--- config.mk ---
export PLATFORM = sky130hd
export DESIGN_NAME = change_dispenser
export DESIGN_NICKNAME = d
export VERILOG_FILES = /design/src/rtl/vend_pkg.sv /design/src/rtl/eject_timer.sv /design/src/rtl/change_dispenser.sv
export SDC_FILE = /design/constraint.sdc
export NUM_CORES = 1
export LEC_CHECK = 0
export ABC_AREA = 1
export CAP_MARGIN = 5
export CORE_MARGIN = 5
export CORE_UTILIZATION = 45
export DETAILED_ROUTE_END_ITERATION = 10
export PLACE_DENSITY_LB_ADDON = 0.25
export SLEW_MARGIN = 20
export SYNTH_ARGS = -nofsm -noshare
export SYNTH_HDL_FRONTEND = slang
export SYNTH_SLANG_ARGS = --single-unit
--- constraint.sdc ---
create_clock -name clk_i -period 1.8 [get_ports clk_i]
set_input_delay 0.27 -clock clk_i [delete_from_list [all_inputs] [get_ports clk_i]]
set_output_delay 0.27 -clock clk_i [all_outputs]
set_load 0.005 [all_outputs]
--- src/rtl/vend_pkg.sv ---
// Shared types and constants for the change dispenser: FSM states, coin
// selection and the value of each coin in 5-cent units.
package vend_pkg;

    typedef enum logic [2:0] {
        IDLE,
        SODA,
        PLAN,
        EJECT,
        WAIT_ACK,
        JAM
    } disp_state_e;

    typedef enum logic [1:0] {
        COIN_NONE,
        COIN_NICKLE,
        COIN_DIME
    } coin_sel_e;

    localparam logic [2:0] NICKLE_UNITS = 3'd1;
    localparam logic [2:0] DIME_UNITS   = 3'd2;

    // Value of a coin in 5-cent units; COIN_NONE is worth nothing.
    function automatic logic [2:0] coin_units(input coin_sel_e c);
        logic [2:0] u;
        u = 3'd0;
        case (c)
            COIN_NICKLE: u = NICKLE_UNITS;
            COIN_DIME:   u = DIME_UNITS;
            default:     u = 3'd0;
        endcase
        return u;
    endfunction

endpackage

--- src/rtl/eject_timer.sv ---
// Ejector timing for one coin: holds the pulse for PULSE_CYC cycles after
// start, then waits up to TIMEOUT_CYC cycles for the hopper acknowledge.
// done marks the last pulse cycle; timeout marks the last wait cycle with
// no acknowledge present.
module eject_timer
    import vend_pkg::*;
#(
    parameter int PULSE_CYC   = 4,
    parameter int TIMEOUT_CYC = 255
) (
    input  logic clk_i,
    input  logic rst_i,
    input  logic start,
    input  logic ack,
    output logic pulse,
    output logic done,
    output logic timeout
);

    localparam int PW = (PULSE_CYC   > 1) ? $clog2(PULSE_CYC)   : 1;
    localparam int TW = (TIMEOUT_CYC > 1) ? $clog2(TIMEOUT_CYC) : 1;

    logic [PW-1:0] pulse_cnt;
    logic [TW-1:0] wait_cnt;
    logic          waiting;

    assign done    = pulse && (pulse_cnt == PW'(PULSE_CYC - 1));
    assign timeout = waiting && !ack && (wait_cnt == TW'(TIMEOUT_CYC - 1));

    // Pulse-width count, then acknowledge-timeout count; ack is only seen while waiting.
    always_ff @(posedge clk_i or negedge rst_i) begin
        if (!rst_i) begin
            pulse     <= 1'b0;
            pulse_cnt <= '0;
            waiting   <= 1'b0;
            wait_cnt  <= '0;
        end else if (start) begin
            pulse     <= 1'b1;
            pulse_cnt <= '0;
            waiting   <= 1'b0;
        end else if (pulse) begin
            if (done) begin
                pulse    <= 1'b0;
                waiting  <= 1'b1;
                wait_cnt <= '0;
            end else begin
                pulse_cnt <= pulse_cnt + 1'b1;
            end
        end else if (waiting) begin
            if (ack || timeout) begin
                waiting <= 1'b0;
            end else begin
                wait_cnt <= wait_cnt + 1'b1;
            end
        end
    end

endmodule

--- src/rtl/change_dispenser.sv ---
// Dispense side of the vending path: accepts a vend (soda flag + change in
// 5-cent units), strobes the soda release, then pays change greedily with
// dimes first, one coin per ejector pulse, tracking hopper inventory and
// flagging short-change and jams.
// Optional build macro VEND_STATS_EN adds vend/short statistics counters.
module change_dispenser
    import vend_pkg::*;
#(
    parameter int NICKLE_INIT = 15,
    parameter int DIME_INIT   = 15,
    parameter int CNT_W       = 4,
    parameter int PULSE_CYC   = 4,
    parameter int TIMEOUT_CYC = 255
) (
    input  logic             clk_i,
    input  logic             rst_i,
    input  logic             vend_valid_i,
    output logic             vend_ready_o,
    input  logic             soda_i,
    input  logic [2:0]       change_i,
    output logic             soda_rel_o,
    output logic             nickle_eject_o,
    output logic             dime_eject_o,
    input  logic             coin_ack_i,
    input  logic             refill_i,
    output logic [CNT_W-1:0] nickle_cnt_o,
    output logic [CNT_W-1:0] dime_cnt_o,
    output logic             short_o,
    output logic             jam_o
`ifdef VEND_STATS_EN
    ,
    output logic [15:0]      vend_cnt_o,
    output logic [7:0]       short_cnt_o
`endif
);

    disp_state_e state;
    coin_sel_e   sel;
    coin_sel_e   pick;
    logic [2:0]  rem;
    logic        t_start;
    logic        t_pulse;
    logic        t_done;
    logic        t_timeout;
    logic        accept;
    logic        short_evt;

    // Greedy coin choice for the PLAN state: dime when at least 10 cents owed.
    always_comb begin
        pick = COIN_NONE;
        if (rem >= DIME_UNITS && dime_cnt_o != '0) begin
            pick = COIN_DIME;
        end else if (rem >= NICKLE_UNITS && nickle_cnt_o != '0) begin
            pick = COIN_NICKLE;
        end
    end

    assign accept    = (state == IDLE) && vend_valid_i;
    assign t_start   = (state == PLAN) && (pick != COIN_NONE);
    assign short_evt = (state == PLAN) && (pick == COIN_NONE) && (rem != 3'd0);

    eject_timer #(
        .PULSE_CYC   (PULSE_CYC),
        .TIMEOUT_CYC (TIMEOUT_CYC)
    ) u_timer (
        .clk_i   (clk_i),
        .rst_i   (rst_i),
        .start   (t_start),
        .ack     (coin_ack_i),
        .pulse   (t_pulse),
        .done    (t_done),
        .timeout (t_timeout)
    );

    // Both terms are flops, so the drives stay glitch-free and drop with reset.
    assign nickle_eject_o = t_pulse && (sel == COIN_NICKLE);
    assign dime_eject_o   = t_pulse && (sel == COIN_DIME);

    // Dispenser FSM with inventory, flags and handshake outputs.
    always_ff @(posedge clk_i or negedge rst_i) begin
        if (!rst_i) begin
            state        <= IDLE;
            sel          <= COIN_NONE;
            vend_ready_o <= 1'b1;
            soda_rel_o   <= 1'b0;
            short_o      <= 1'b0;
            jam_o        <= 1'b0;
            nickle_cnt_o <= CNT_W'(NICKLE_INIT);
            dime_cnt_o   <= CNT_W'(DIME_INIT);
        end else begin
            soda_rel_o <= 1'b0;
            case (state)
                IDLE: begin
                    if (refill_i) begin
                        nickle_cnt_o <= CNT_W'(NICKLE_INIT);
                        dime_cnt_o   <= CNT_W'(DIME_INIT);
                        jam_o        <= 1'b0;
                    end
                    if (vend_valid_i) begin
                        state        <= SODA;
                        vend_ready_o <= 1'b0;
                        soda_rel_o   <= soda_i;
                        short_o      <= 1'b0;
                    end
                end
                SODA: begin
                    state <= PLAN;
                end
                PLAN: begin
                    if (pick != COIN_NONE) begin
                        sel   <= pick;
                        state <= EJECT;
                    end else begin
                        if (rem != 3'd0) begin
                            short_o <= 1'b1;
                        end
                        state        <= IDLE;
                        vend_ready_o <= 1'b1;
                    end
                end
                EJECT: begin
                    if (t_done) begin
                        state <= WAIT_ACK;
                    end
                end
                WAIT_ACK: begin
                    if (coin_ack_i) begin
                        if (sel == COIN_DIME) begin
                            dime_cnt_o <= dime_cnt_o - 1'b1;
                        end else if (sel == COIN_NICKLE) begin
                            nickle_cnt_o <= nickle_cnt_o - 1'b1;
                        end
                        sel   <= COIN_NONE;
                        state <= PLAN;
                    end else if (t_timeout) begin
                        sel   <= COIN_NONE;
                        jam_o <= 1'b1;
                        state <= JAM;
                    end
                end
                JAM: begin
                    if (refill_i) begin
                        nickle_cnt_o <= CNT_W'(NICKLE_INIT);
                        dime_cnt_o   <= CNT_W'(DIME_INIT);
                        jam_o        <= 1'b0;
                        state        <= IDLE;
                        vend_ready_o <= 1'b1;
                    end
                end
                default: begin
                    state        <= IDLE;
                    sel          <= COIN_NONE;
                    vend_ready_o <= 1'b1;
                end
            endcase
        end
    end

    // Change still owed: loaded on accept, reduced by each acknowledged coin.
    always_ff @(posedge clk_i) begin
        if (accept) begin
            rem <= change_i;
        end else if (state == WAIT_ACK && coin_ack_i) begin
            rem <= rem - coin_units(sel);
        end
    end

`ifdef VEND_STATS_EN
    // Saturating statistics: soda vends accepted and short-paid transactions.
    always_ff @(posedge clk_i or negedge rst_i) begin
        if (!rst_i) begin
            vend_cnt_o  <= '0;
            short_cnt_o <= '0;
        end else begin
            if (accept && soda_i && vend_cnt_o != 16'hFFFF) begin
                vend_cnt_o <= vend_cnt_o + 1'b1;
            end
            if (short_evt && short_cnt_o != 8'hFF) begin
                short_cnt_o <= short_cnt_o + 1'b1;
            end
        end
    end
`endif

endmodule
After elaboration in Yosys (flattened, before gate mapping)
Index checks and enable logic that the tools add are counted.
{"block": "word_totals", "inputBits": 9, "register_bits": 32, "output_inout_bits": 14}
{"block": "classes", "mux": 54, "n_addsub": 5, "bitwise": 3, "n_eq_ne": 27, "reduce_logical": 34, "order_cmp": 2}
{"operator": "$mux 8", "count": 4}
{"operator": "$mux 3", "count": 9}
{"operator": "$mux 4", "count": 6}
{"operator": "$reduce_and 4->1", "count": 6}
{"operator": "$ne 2x2->1 const B", "count": 11}
{"operator": "$mux 1", "count": 19}
{"operator": "$pmux 3 s6", "count": 1}
{"operator": "$mux 2", "count": 8}
{"operator": "$pmux 4 s2", "count": 2}
{"operator": "$reduce_bool 2->1", "count": 6}
{"operator": "$logic_and 1x1->1", "count": 10}
{"operator": "$ne 2x1->1 const B", "count": 5}
{"operator": "$add 8x1->8 const B", "count": 1}
{"operator": "$eq 8x8->1 const B", "count": 1}
{"operator": "$reduce_bool 4->1", "count": 2}
{"operator": "$sub 4x1->4 const B", "count": 2}
{"operator": "$eq 3x2->1 const B", "count": 2}
{"operator": "$eq 3x3->1 const B", "count": 2}
{"operator": "$pmux 2 s3", "count": 1}
{"operator": "$reduce_and 5->1", "count": 1}
{"operator": "$eq 2x2->1 const B", "count": 2}
{"operator": "$pmux 1 s2", "count": 2}
{"operator": "$pmux 1 s4", "count": 1}
{"operator": "$pmux 2 s2", "count": 1}
{"operator": "other kinds (18)", "count": 20}

Longest topological paths before layout
{"block": "depth", "ltp_word": 8, "depth_mapped": 10, "mapped_depth_nobuf": 10}

By module
A second synthesis with hierarchy kept.
{"block": "hier_totals", "cells_unflattened": 277, "hier_area_um2": 1981.9}
{"mod": "change_dispenser", "n_inst": 1, "cells_each": 170, "area_each_um2": 1213.7}
{"mod": "eject_timer", "n_inst": 1, "cells_each": 107, "area_each_um2": 768.2}

Least setup slack after synthesis
No wires, ideal clock.
{"block": "synth_path", "kind": "reg2reg", "from": "reg nickle_cnt_o[0]", "to": "reg u_timer.wait_cnt[7]", "path_slack_ns": 0.259, "arrival_ns": 1.423, "path_stages_with_launch": 10, "setup_time_ns": 0.118, "path_cell_list": "dfstp_2 -> inv_1 -> ha_1 -> nand3_1 -> nand2_1 -> nand2_1 -> nand2_2 -> buf_6 -> nand4_1 -> nand2_1"}
{"block": "synth_between", "elab_chain_len": 8}
{"element": "start, declared", "line": "change_dispenser.sv:26", "source": "output logic [CNT_W-1:0] nickle_cnt_o,"}
{"element": "start signal, assigned", "line": "change_dispenser.sv:88", "source": "nickle_cnt_o <= CNT_W'(NICKLE_INIT);"}
{"element": "start signal, assigned", "line": "change_dispenser.sv:95", "source": "nickle_cnt_o <= CNT_W'(NICKLE_INIT);"}
{"element": "start signal, assigned", "line": "change_dispenser.sv:131", "source": "nickle_cnt_o <= nickle_cnt_o - 1'b1;"}
{"element": "$reduce_bool 4->1", "line": "change_dispenser.sv:53", "source": "end else if (rem >= NICKLE_UNITS && nickle_cnt_o != '0) begin"}
{"element": "$logic_and 1x1->1", "line": "change_dispenser.sv:53"}
{"element": "$mux 1", "line": "change_dispenser.sv:53"}
{"element": "$mux 2", "line": "change_dispenser.sv:51", "source": "if (rem >= DIME_UNITS && dime_cnt_o != '0) begin"}
{"element": "$reduce_bool 2->1", "line": "change_dispenser.sv:59", "source": "assign t_start = (state == PLAN) && (pick != COIN_NONE);"}
{"element": "$logic_and 1x1->1", "line": "change_dispenser.sv:59"}
{"element": "$not 1->1 (no source line)"}
{"element": "$reduce_and 4->1 (no source line)"}
{"element": "end signal, assigned", "line": "eject_timer.sv:53", "source": "wait_cnt <= wait_cnt + 1'b1;"}
{"element": "end, declared", "line": "eject_timer.sv:24", "source": "logic [TW-1:0] wait_cnt;"}
Every way passes these cells.
A chain may end at the register's enable or synchronous reset.

Worst setup path after layout
{"block": "layout_path", "from": "reg sel[1]", "to": "out nickle_eject_o"}
{"block": "layout_between", "elab_chain_len": 2}
{"element": "start, declared", "line": "change_dispenser.sv:38", "source": "coin_sel_e sel;"}
{"element": "start signal, assigned", "line": "change_dispenser.sv:111", "source": "sel <= pick;"}
{"element": "$eq 2x1->1", "line": "change_dispenser.sv:76", "source": "assign nickle_eject_o = t_pulse && (sel == COIN_NICKLE);"}
{"element": "$logic_and 1x1->1", "line": "change_dispenser.sv:76"}
{"element": "end, declared", "line": "change_dispenser.sv:22", "source": "output logic nickle_eject_o,"}
Every way passes these cells.

==> flow_metrics.env <==
export IMPL_synth_area_leaders="dfrtp_1 25%, nand2_1 15%, dfstp_2 12%, inv_1 5.7%, nor2_1 5.5%"
export IMPL_drtPass1Iterations=4
export IMPL_arrival_ns=1.41
export IMPL_rsz0062_at_grt="no"
export IMPL_nNetsFinal=311
export IMPL_start_util_pct=45.86
export IMPL_cp_max_fo=4
export IMPL_vdd_ir_drop_max_mv=0.3663
export IMPL_dpl_cell_count=339
export IMPL_dp_hpwl_mm=3.124
export IMPL_synth_cells=264
export IMPL_fmax_mhz=596.9
export IMPL_layout_cells_non_filler=348
export IMPL_vias=1771
export IMPL_cts_htree_levels=2
export IMPL_grt_pass1_vias=1654
export IMPL_grt_overflow=0
export IMPL_async_reset_ff_share_pct=90.63
export IMPL_endpoint_kind="output pin"
export IMPL_fin_crit_ns=1.675
export IMPL_drv_slew=0
export IMPL_finalHoldViolCount=0
export IMPL_synth_warnings=0
export IMPL_grt_max_degree=30
export IMPL_drive_gt1_share_pct=16.22
export IMPL_critPathLaunchType="flip-flop"
export IMPL_cts_buffer_depth=2
export IMPL_drt_iter0_drc=110
export IMPL_run_status="finished clean"
export IMPL_syn_area_sq_um=1983
export IMPL_postCtsHoldBufs=0
export IMPL_power_density_nw_per_um2=594.3
export IMPL_grt_pass1_wl_mm=7.583
export IMPL_ys_seq_area_share_pct=41.70
export IMPL_synth_area_per_cell_sq_um=7.512
export IMPL_cp_required_ns=1.53
export IMPL_grt_total_usage_pct=15.63
export IMPL_final_setup_tns_ns=0
export IMPL_worstHoldPathType="in -> async"
export IMPL_drc=0
export IMPL_core_area_sq_um=4324
export IMPL_area_growth_pct=20.38
export IMPL_viasPerCell=5.089
export IMPL_slew_headroom_pct=74.83
export IMPL_cts_root_buf="clkbuf_8"
export IMPL_power_uw=1419
export IMPL_ant_nets=0
export IMPL_clk_pin_slew_ns=0.07
export IMPL_finalCritPeriodShare_pct=93.08
export IMPL_synth_top_area_share_pct=25.24
export IMPL_finalClockSkew_ns=0.007413
export IMPL_numCtsBuffers=5
export IMPL_worstSetupPathType="reg -> out"
export IMPL_setup_viol_count_final=0
export IMPL_io_pins=23
export IMPL_n_fill_cell=454
export IMPL_routedWlPerCell_um=12.22
export IMPL_gp_congestion=0.8357
export IMPL_yosysMostFrequentCell="nand2_1"
export IMPL_die_area_sq_um=5835
export IMPL_cts_sinks=32
export IMPL_synth_net_count=280
export IMPL_ys_flop_type="dfrtp_1"
export IMPL_synthTopCellsByCount="79 x nand2_1, 30 x inv_1, 29 x nor2_1"
export IMPL_insertion_delay_ns=0.29
export IMPL_synth_top_area_cell="dfrtp_1"
export IMPL_dieHeight_um=76.39
export IMPL_antennaDiodeCount=0
export IMPL_ys_ff_latch=32
export IMPL_cts_tree="done"
export IMPL_worst_slew_pin_slew_ns=0.3776
export IMPL_maxCapViolations=0
export IMPL_die_w_um=76.39
export IMPL_drt_wl_total_mm=4.252
export IMPL_io_buffers=22
export IMPL_antenna_found_initial=0
export IMPL_rows=24
export IMPL_yosysUniqueCellTypes=30
export IMPL_synth_edf_count=3
export IMPL_p_leak_uw=0.001147
==> through the flow <==
stage          area [sq um]  utilization, %  hold slack [ns]  worst slack (ns)
6_report               2387           55.21           0.3678            0.1246
3_3_place_gp           2275           52.60           0.4590            0.1073
2_1_floorplan          1983               -         -0.02559            0.2591
4_1_cts                2374           54.89           0.3813           0.04867
5_1_grt                2387           55.21           0.4252           0.02146
3_5_place_dp           2275           52.60           0.4641           0.06720
==> final timing paths <==
| check | end | depth (start not counted) | slack, ns | from |
|---|---|---|---|---|
| max in group asynchronous | dime_cnt_o[2] | 2 | 1.11 | rst_i |
| min in group clk_i | vend_ready_o | 2 | 0.47 | vend_ready_o |
| setup / recovery | nickle_eject_o | 2 | 0.12 | sel[1] |
| hold reg to reg | vend_ready_o | 2 | 0.47 | vend_ready_o |
| hold / removal | u_timer.wait_cnt[0] | 2 | 0.37 | rst_i |
| setup reg to reg | u_timer.pulse_cnt[1] | 10 | 0.17 | nickle_cnt_o[0] |
==> power by group <==
part	leakage [uW]	switching, uW	internal [uW]
clock	0.0000515	271	349
combinational	0.000735	32.5	25.5
sequential	0.000360	6.88	734
==> kinds of logic after synthesis <==
logic type               after synthesis  synth area share (%)
XOR/XNOR                               3                 1.325
buffers and inverters                 38                 7.823
AND/OR/NAND/NOR                      161                 37.92
AO/OA/AOI/OAI                         23                 6.435
adder cells (fa/ha/maj)                7                 4.795
flip-flops                            32                 41.70
==> cell type report <==
class / count / area [sq um] / share of cell area [%]
Clock buffer: 8 / 100.1 / 4.193
Inverter: 36 / 138.9 / 5.818
Multi-Input combinational cell: 195 / 1015 / 42.51
Sequential cell: 32 / 827.0 / 34.64
Tap cell: 52 / 65.06 / 2.725
Timing Repair Buffer: 25 / 241.5 / 10.12
==> critical path, cell delays in order (launching register included) <==
cell and delay, ns:
dfrtp_1 0.41, nor3_1 0.19, clkdlybuf4s50_1 0.52
==> cell usage in the layout, fill, tap and decap left out, types with 4 or more instances in the layout <==
cell             instances
nand2_1                 78
inv_1                   30
nor2_1                  29
clkdlybuf4s50_1         21
dfrtp_1                 20
nand3_1                 17
nand4_1                 12
nand2_2                 10
o21ai_0                  9
dfstp_2                  9
a21oi_1                  7
clkbuf_8                 7
ha_1                     6
nor3_1                   5
inv_2                    4
==> metal layers <==
layer | vias up | GRT usage (%) | part of all wire, %
met1 | 816 | 21.31 | 47
met3 | 9 | 3.664 | 5.3
li1 | 907 | - | -
met2 | 39 | 24.06 | 46
met5 | - | 0 | 0
met4 | 0 | 5.769 | 1.6
==> registers in the layout (all words and copies together) (netlist names) <==
signal	cells
u_timer.wait_cnt	8
dime_cnt_o	4
nickle_cnt_o	4
rem	3
state	3
sel	2
u_timer.pulse_cnt	2
jam_o	1
short_o	1
soda_rel_o	1
u_timer.pulse	1
u_timer.waiting	1
vend_ready_o	1
==> what timing repair did <==
item                                    in CTS  in global routing
gates resized for setup                      1                  2
gates cloned                                 0                  1
endpoints found under the setup margin       1                 12
buffers inserted                             0                  0
pin swaps                                    1                  1
(Power assumes the default switching activity.)
